<file path="src/rtl/lcd_pkg.sv">
// Shared types and constants for the character-LCD bus arbiter.
// Holds the FSM state enum, the power-on command list and cycle defaults.
package lcd_pkg;

    typedef enum logic [2:0] {
        INIT_WAIT,
        SETUP,
        PULSE,
        WAIT,
        IDLE
    } lcd_state_e;

    // Element 0 is sent first: function set, display on, clear, entry mode.
    localparam logic [3:0][7:0] INIT_CMDS = {
        8'h06,
        8'h01,
        8'h0C,
        8'h38
    };

    localparam logic [7:0] CMD_CLEAR = 8'h01;
    localparam logic [7:0] CMD_HOME  = 8'h02;

    localparam int unsigned PWR_CYC_DEF   = 1500;
    localparam int unsigned E_CYC_DEF     = 1;
    localparam int unsigned EXEC_CYC_DEF  = 4;
    localparam int unsigned CLEAR_CYC_DEF = 160;

    function automatic int unsigned max4(
        input int unsigned a,
        input int unsigned b,
        input int unsigned c,
        input int unsigned d
    );
        int unsigned m;
        m = a;
        if (b > m) m = b;
        if (c > m) m = c;
        if (d > m) m = d;
        return m;
    endfunction

    // Clear and both return-home encodings (0x02, 0x03) need the long wait.
    function automatic logic is_long_cmd(
        input logic       rs,
        input logic [7:0] b
    );
        return !rs && ((b == CMD_CLEAR) ||
                       (b[7:1] == CMD_HOME[7:1]));
    endfunction

endpackage

</file>
<file path="src/rtl/lcd_rr_arb2.sv">
// Two-input round-robin grant for the LCD bus requesters.
// Ports: clk, rst (async, active-low), req_i[1:0], advance_i, grant_o[1:0].
module lcd_rr_arb2 (
    input  logic       clk,
    input  logic       rst,
    input  logic [1:0] req_i,
    input  logic       advance_i,
    output logic [1:0] grant_o
);

    logic last_q;
    logic last_d;

    // On a tie the port that was not served last wins.
    always_comb begin
        grant_o = 2'b00;
        if (req_i == 2'b11) begin
            grant_o = last_q ? 2'b01 : 2'b10;
        end else if (req_i[0]) begin
            grant_o = 2'b01;
        end else if (req_i[1]) begin
            grant_o = 2'b10;
        end
    end

    always_comb begin
        last_d = last_q;
        if (advance_i && (grant_o != 2'b00)) begin
            last_d = grant_o[1];
        end
    end

    always_ff @(posedge clk or negedge rst) begin
        if (!rst) begin
            last_q <= 1'b1;
        end else begin
            last_q <= last_d;
        end
    end

endmodule

</file>
<file path="src/rtl/lcd_bus_arbiter.sv">
// Shares one HD44780 bus between two writers; runs power-on init first.
// Ports: clk, rst (async low), req/req_rs/req_data in, ack/ready/RS/RW/E/data out.
module lcd_bus_arbiter
    import lcd_pkg::*;
#(
    parameter int unsigned POWERUP_CYCLES = PWR_CYC_DEF,
    parameter int unsigned E_CYCLES       = E_CYC_DEF,
    parameter int unsigned EXEC_CYCLES    = EXEC_CYC_DEF,
    parameter int unsigned CLEAR_CYCLES   = CLEAR_CYC_DEF
) (
    input  logic        clk,
    input  logic        rst,
    input  logic [1:0]  req,
    input  logic [1:0]  req_rs,
    input  logic [15:0] req_data,
    output logic [1:0]  ack,
    output logic        ready,
    output logic        RS,
    output logic        RW,
    output logic        E,
    output logic [7:0]  data
);

    localparam int unsigned CNT_W = $clog2(max4(
        POWERUP_CYCLES, E_CYCLES,
        EXEC_CYCLES, CLEAR_CYCLES)) + 1;

    localparam logic [CNT_W-1:0] PWR_LD   = CNT_W'(POWERUP_CYCLES - 1);
    localparam logic [CNT_W-1:0] E_LD     = CNT_W'(E_CYCLES - 1);
    localparam logic [CNT_W-1:0] EXEC_LD  = CNT_W'(EXEC_CYCLES - 1);
    localparam logic [CNT_W-1:0] CLEAR_LD = CNT_W'(CLEAR_CYCLES - 1);

    lcd_state_e       state_q;
    logic [CNT_W-1:0] cnt_q;
    logic [1:0]       idx_q;
    logic [1:0]       idx_d;
    logic [1:0]       ack_q;
    logic             ready_q;
    logic             rs_q;
    logic             e_q;
    logic [7:0]       data_q;

    logic [1:0]       grant;
    logic             arb_adv;
    logic [7:0]       gnt_byte;
    logic             gnt_rs;

    assign arb_adv  = (state_q == IDLE);
    assign idx_d    = idx_q + 2'd1;
    assign gnt_byte = grant[1] ? req_data[15:8] : req_data[7:0];
    assign gnt_rs   = grant[1] ? req_rs[1] : req_rs[0];

    lcd_rr_arb2 u_arb (
        .clk       (clk),
        .rst       (rst),
        .req_i     (req),
        .advance_i (arb_adv),
        .grant_o   (grant)
    );

    always_ff @(posedge clk or negedge rst) begin
        if (!rst) begin
            state_q <= INIT_WAIT;
            cnt_q   <= PWR_LD;
            idx_q   <= 2'd0;
            ack_q   <= 2'b00;
            ready_q <= 1'b0;
            rs_q    <= 1'b0;
            e_q     <= 1'b0;
            data_q  <= 8'h00;
        end else begin
            ack_q <= 2'b00;
            unique case (state_q)
                INIT_WAIT: begin
                    if (cnt_q == '0) begin
                        state_q <= SETUP;
                        rs_q    <= 1'b0;
                        data_q  <= INIT_CMDS[0];
                    end else begin
                        cnt_q <= cnt_q - 1'b1;
                    end
                end
                SETUP: begin
                    state_q <= PULSE;
                    e_q     <= 1'b1;
                    cnt_q   <= E_LD;
                end
                PULSE: begin
                    if (cnt_q == '0) begin
                        state_q <= WAIT;
                        e_q     <= 1'b0;
                        cnt_q   <= is_long_cmd(rs_q, data_q)
                                   ? CLEAR_LD : EXEC_LD;
                    end else begin
                        cnt_q <= cnt_q - 1'b1;
                    end
                end
                WAIT: begin
                    if (cnt_q != '0) begin
                        cnt_q <= cnt_q - 1'b1;
                    end else if (ready_q) begin
                        state_q <= IDLE;
                    end else if (idx_q == 2'd3) begin
                        state_q <= IDLE;
                        ready_q <= 1'b1;
                    end else begin
                        state_q <= SETUP;
                        idx_q   <= idx_d;
                        rs_q    <= 1'b0;
                        data_q  <= INIT_CMDS[idx_d];
                    end
                end
                IDLE: begin
                    if (grant != 2'b00) begin
                        state_q <= SETUP;
                        ack_q   <= grant;
                        rs_q    <= gnt_rs;
                        data_q  <= gnt_byte;
                    end
                end
                default: begin
                    state_q <= INIT_WAIT;
                    cnt_q   <= PWR_LD;
                end
            endcase
        end
    end

    assign ack   = ack_q;
    assign ready = ready_q;
    assign RS    = rs_q;
    assign RW    = 1'b0;
    assign E     = e_q;
    assign data  = data_q;

endmodule

</file>
<file path="config.mk">
export PLATFORM = sky130hd
export DESIGN_NAME = lcd_bus_arbiter
export DESIGN_NICKNAME = d
export VERILOG_FILES = /design/src/rtl/lcd_pkg.sv /design/src/rtl/lcd_rr_arb2.sv /design/src/rtl/lcd_bus_arbiter.sv
export SDC_FILE = /design/constraint.sdc
export NUM_CORES = 1
export LEC_CHECK = 0
export BUFFER_PORTS_ARGS = -buffer_cell sky130_fd_sc_hd__buf_4
export CAP_MARGIN = 20
export CORE_ASPECT_RATIO = 0.75
export CORE_MARGIN = 3
export CORE_UTILIZATION = 35
export DETAILED_ROUTE_END_ITERATION = 6
export GPL_TIMING_DRIVEN = 0
export SYNTH_ARGS = -nofsm -noshare
export SYNTH_HDL_FRONTEND = slang
export SYNTH_HIERARCHICAL = 1
export SYNTH_SLANG_ARGS = --single-unit
</file>
<file path="constraint.sdc">
create_clock -name clk -period 2.6 [get_ports clk]
set_input_delay 0.13 -clock clk [delete_from_list [all_inputs] [get_ports clk]]
set_output_delay 0.13 -clock clk [all_outputs]
set_load 0.005 [all_outputs]
</file>
==> summary.md <==
| Metric | Value |
|---|---|
| DPL Wire Length | ~3800 um |
| Setup total negative slack | 0 ps |
| Max Clock Skew | 7.24 ps |
| M3 GR Usage | 0.0361 |
| Num CTS Buffers | 5 |
| Type of destination of the critical path | flop |
| CP arrival | 2410 ps |
| Via count | 1699 |
| WP data required | 2750 ps |
| Full die area | 0.00657 mm^2 |
| Hold path endpoint | u_arb/last_q |
| Final Hold Fails | 0 |
| CTS tree | built |
| Via-per-instance ratio | 5.29 |
| Top cell type's share of synthesized area | 0.280 |
| Worst min-delay path class | in2reg |
| Core area | 0.00515 mm^2 |
| I/O Pins | 36 |
| DRC | 0 |
| Max FO, Critical Path | 8 |
| I/O Buffers | 34 |
| Tot GR Track Use | 0.160 |
| Die width | roughly 93 um |
| PwrDens | approximately 430 mW/mm^2 |
| DRT Wirelength | 5090 um |
| Largest cells by area after synthesis | dfrtp_1 (28%), dfstp_2 (12%), mux2_4 (4.6%) |
| Layout cell share with drive strength beyond 1 | 0.301 |
| Initial Utilization | 0.382 |
| Reg clk slew, reported paths | 70 ps |
| Net count after synthesis | 233 |
| Final setup viols | 0 |
| Met2 Usage GRT | 0.203 |
| Met1 usage | 0.268 |
| DRT antenna net count | 0 |
| Syn Area/Cell | ~9.6 um^2 |
| # clock sinks | 31 |
| # nets final | 276 |
| Worst hold path depth | 3 |
| Routability cong. | around 0.85 |
| Post-synth EDFFs | 0 |
| Max Slew Vio Count | 0 |
| Sequential cell area fraction in the yosys report | 0.400 |
| Final worst-path cycle share | 0.868 |
| HP Start | req[1] |
| Die Y | 70.9 um |
| Gate Count Post-Synth | 205 |
| Rows | 22 |
| 1st-pass router iterations | 4 |
| Global-route wire length before repair | 8310 um |
| Synthesis-to-layout area growth | 24.5% |
| Pin count of the biggest net entering global routing | 32 |
| Clk_lat worst skew | 280 ps |
| Leading area contributor after synthesis | dfrtp_1 |
| RR Startpoint | cnt_q[0] |
| Async set-or-reset flop fraction in the synthesized netlist | 1.00 |
| Flop2flop setup slack | 340 ps |
| H-tree levels | 2 |
| Synth cell types | 55 |
| Min Tclk post-route | 2260 ps |
| Post-synthesis instance area | slightly below 0.002 mm^2 |
| Min Hold Slack | 130 ps |
| Least-Margin Pin Slew | 583 ps |
| Post-synth top flop | dfrtp_1 |
| Layout fillers | 498 |
| Initial antenna violation count | 0 |
| N_diodes | 0 |
| Worst VDD drop | around 0.25 mV |
| Critical setup path kind | reg2reg |
| Initial DRC count | 136 |
| Static leakage | 1.09 nW |
| Vias in the first global route | 1601 |
| FF+latch count, synth | 31 |
| RSZ-0062 raised after global routing | no |
| Reg2reg path depth | 8 |
| Max Fclk | 443 MHz |
| GR peak layer | met1 |
| Syn. warnings | 6 |
| Capturing point of the worst reg2reg path | cnt_q[3] |
| Outcome | complete, no violations |
| Clk root buf | clkbuf_8 |
| Max Cap Violations | 0 |
| Relative max-transition margin | 0.609 |
| Critical Path Start Type | flop |
| Clock tree buffer depth | 2 |
| Avg WL per Cell | between 15 and 20 um |
| GRT overflow | 0 |
## flip-flops by register name (all words and copies together), names as in the netlist
| register | count |
|---|---|
| u_arb/last_q | 1 |
| idx_q | 2 |
| RS | 1 |
| E | 1 |
| data | 8 |
| ready | 1 |
| ack | 2 |
| state_q | 3 |
| cnt_q | 12 |
## synth_stat cells, drive strengths merged, types with 7 or more instances
cell type / count
mux2i: 8
dfstp: 9
a31oi: 7
nor3: 8
inv: 8
dfrtp: 22
nor2: 21
a21oi: 10
o21ai: 14
nand2: 14
## worst max path at each step
stage / end / slack, ps / startpoint
floorplan: data[3] / 600 / cnt_q[0]
global placement: data[1] / 410 / cnt_q[0]
detailed placement: cnt_q[4] / 370 / cnt_q[0]
CTS: cnt_q[4] / 340 / cnt_q[0]
global route: cnt_q[3] / 190 / cnt_q[0]
finish: cnt_q[3] / 340 / cnt_q[0]
## through the flow
stage                     setup slack, ps  std cells   util  power (mW)  instance area [um^2]
after floorplan                       601        205      -       0.513                  1970
after global placement                406        311  0.449       0.555                  2310
after detailed placement              370        311  0.449       0.555                  2310
after CTS                             336        321  0.476        1.06                  2450
after global routing                  192        321  0.476        1.09                  2450
final                                 342        321  0.476        1.05                  2450
## power breakdown
part           total, mW  switching (mW)  internal, mW
Sequential         0.487         0.00190         0.485
Combinational     0.0613          0.0265        0.0348
Clock              0.498           0.188         0.310
## final cells by class
| type | count | area (um^2) | share of cell area |
|---|---|---|---|
| buffer | 12 | 53.8 | 0.0219 |
| clock buffer | 6 | 82.6 | 0.0337 |
| clock inverter | 2 | 35.0 | 0.0143 |
| inverter | 9 | 33.8 | 0.0138 |
| multi-input combinational | 153 | 1090 | 0.446 |
| sequential | 31 | 787 | 0.321 |
| tap | 72 | 90.1 | 0.0368 |
| timing repair buffer | 36 | 275 | 0.112 |
## critical path, cell delays in order, from the launching register on
cell and delay [ps]:
dfstp_2 590, inv_1 70, ha_1 190, nor3b_2 190, and3_1 170, buf_2 170
o21ai_2 290, nor2_1 70, a2111oi_0 390
## layer usage
metal  wire length [um]  up-vias
li1                   -      835
met1               2730      815
met2               2000       47
met3                347        2
met4                 19        0
met5                  0        -
## timing repair
| action | 4_1_cts | 5_1_grt |
|---|---|---|
| setup buffers | 0 | 0 |
| endpoints found under the setup margin | 0 | 0 |
| hold buffers | 2 | 0 |
| endpoints found under the hold margin | 23 | 0 |
| resized for setup | 0 | 0 |
## cell usage in the layout (no fill, tap or decap), types with 3 or more instances in the layout
cell       synthesis  final
nor2b_1            3      3
buf_2              4      4
dfstp_2            9      9
a22oi_1            4      4
and3_1             5      5
inv_1              7      7
xnor2_1            3      3
a2111oi_0          3      3
a21oi_1           10     10
nand2_1           13     13
a31oi_1            7      7
buf_4              1     35
mux2i_1            8      8
nor2_1            20     20
o22ai_1            3      3
o21ai_1            4      4
clkbuf_1           6      6
o2bb2ai_1          3      3
o211ai_1           4      4
clkbuf_8           0      6
nor3_1             8      8
o21ai_0            8      8
mux2_4             6      6
ha_1               6      6
dfrtp_1           22     22
## cell families (layout without fill, tap and decap cells)
kind of cell	count (synthesis)	count (layout)	synth area share
fa+ha+maj	6	6	0.0381
other cells	1	1	0.00191
xor+xnor	5	5	0.0223
compound gates	58	58	0.202
simple gates	69	69	0.205
mux	14	14	0.0865
flops	31	31	0.400
buf+inv	21	65	0.0445
No activity file was read; power rests on OpenSTA's default activity.
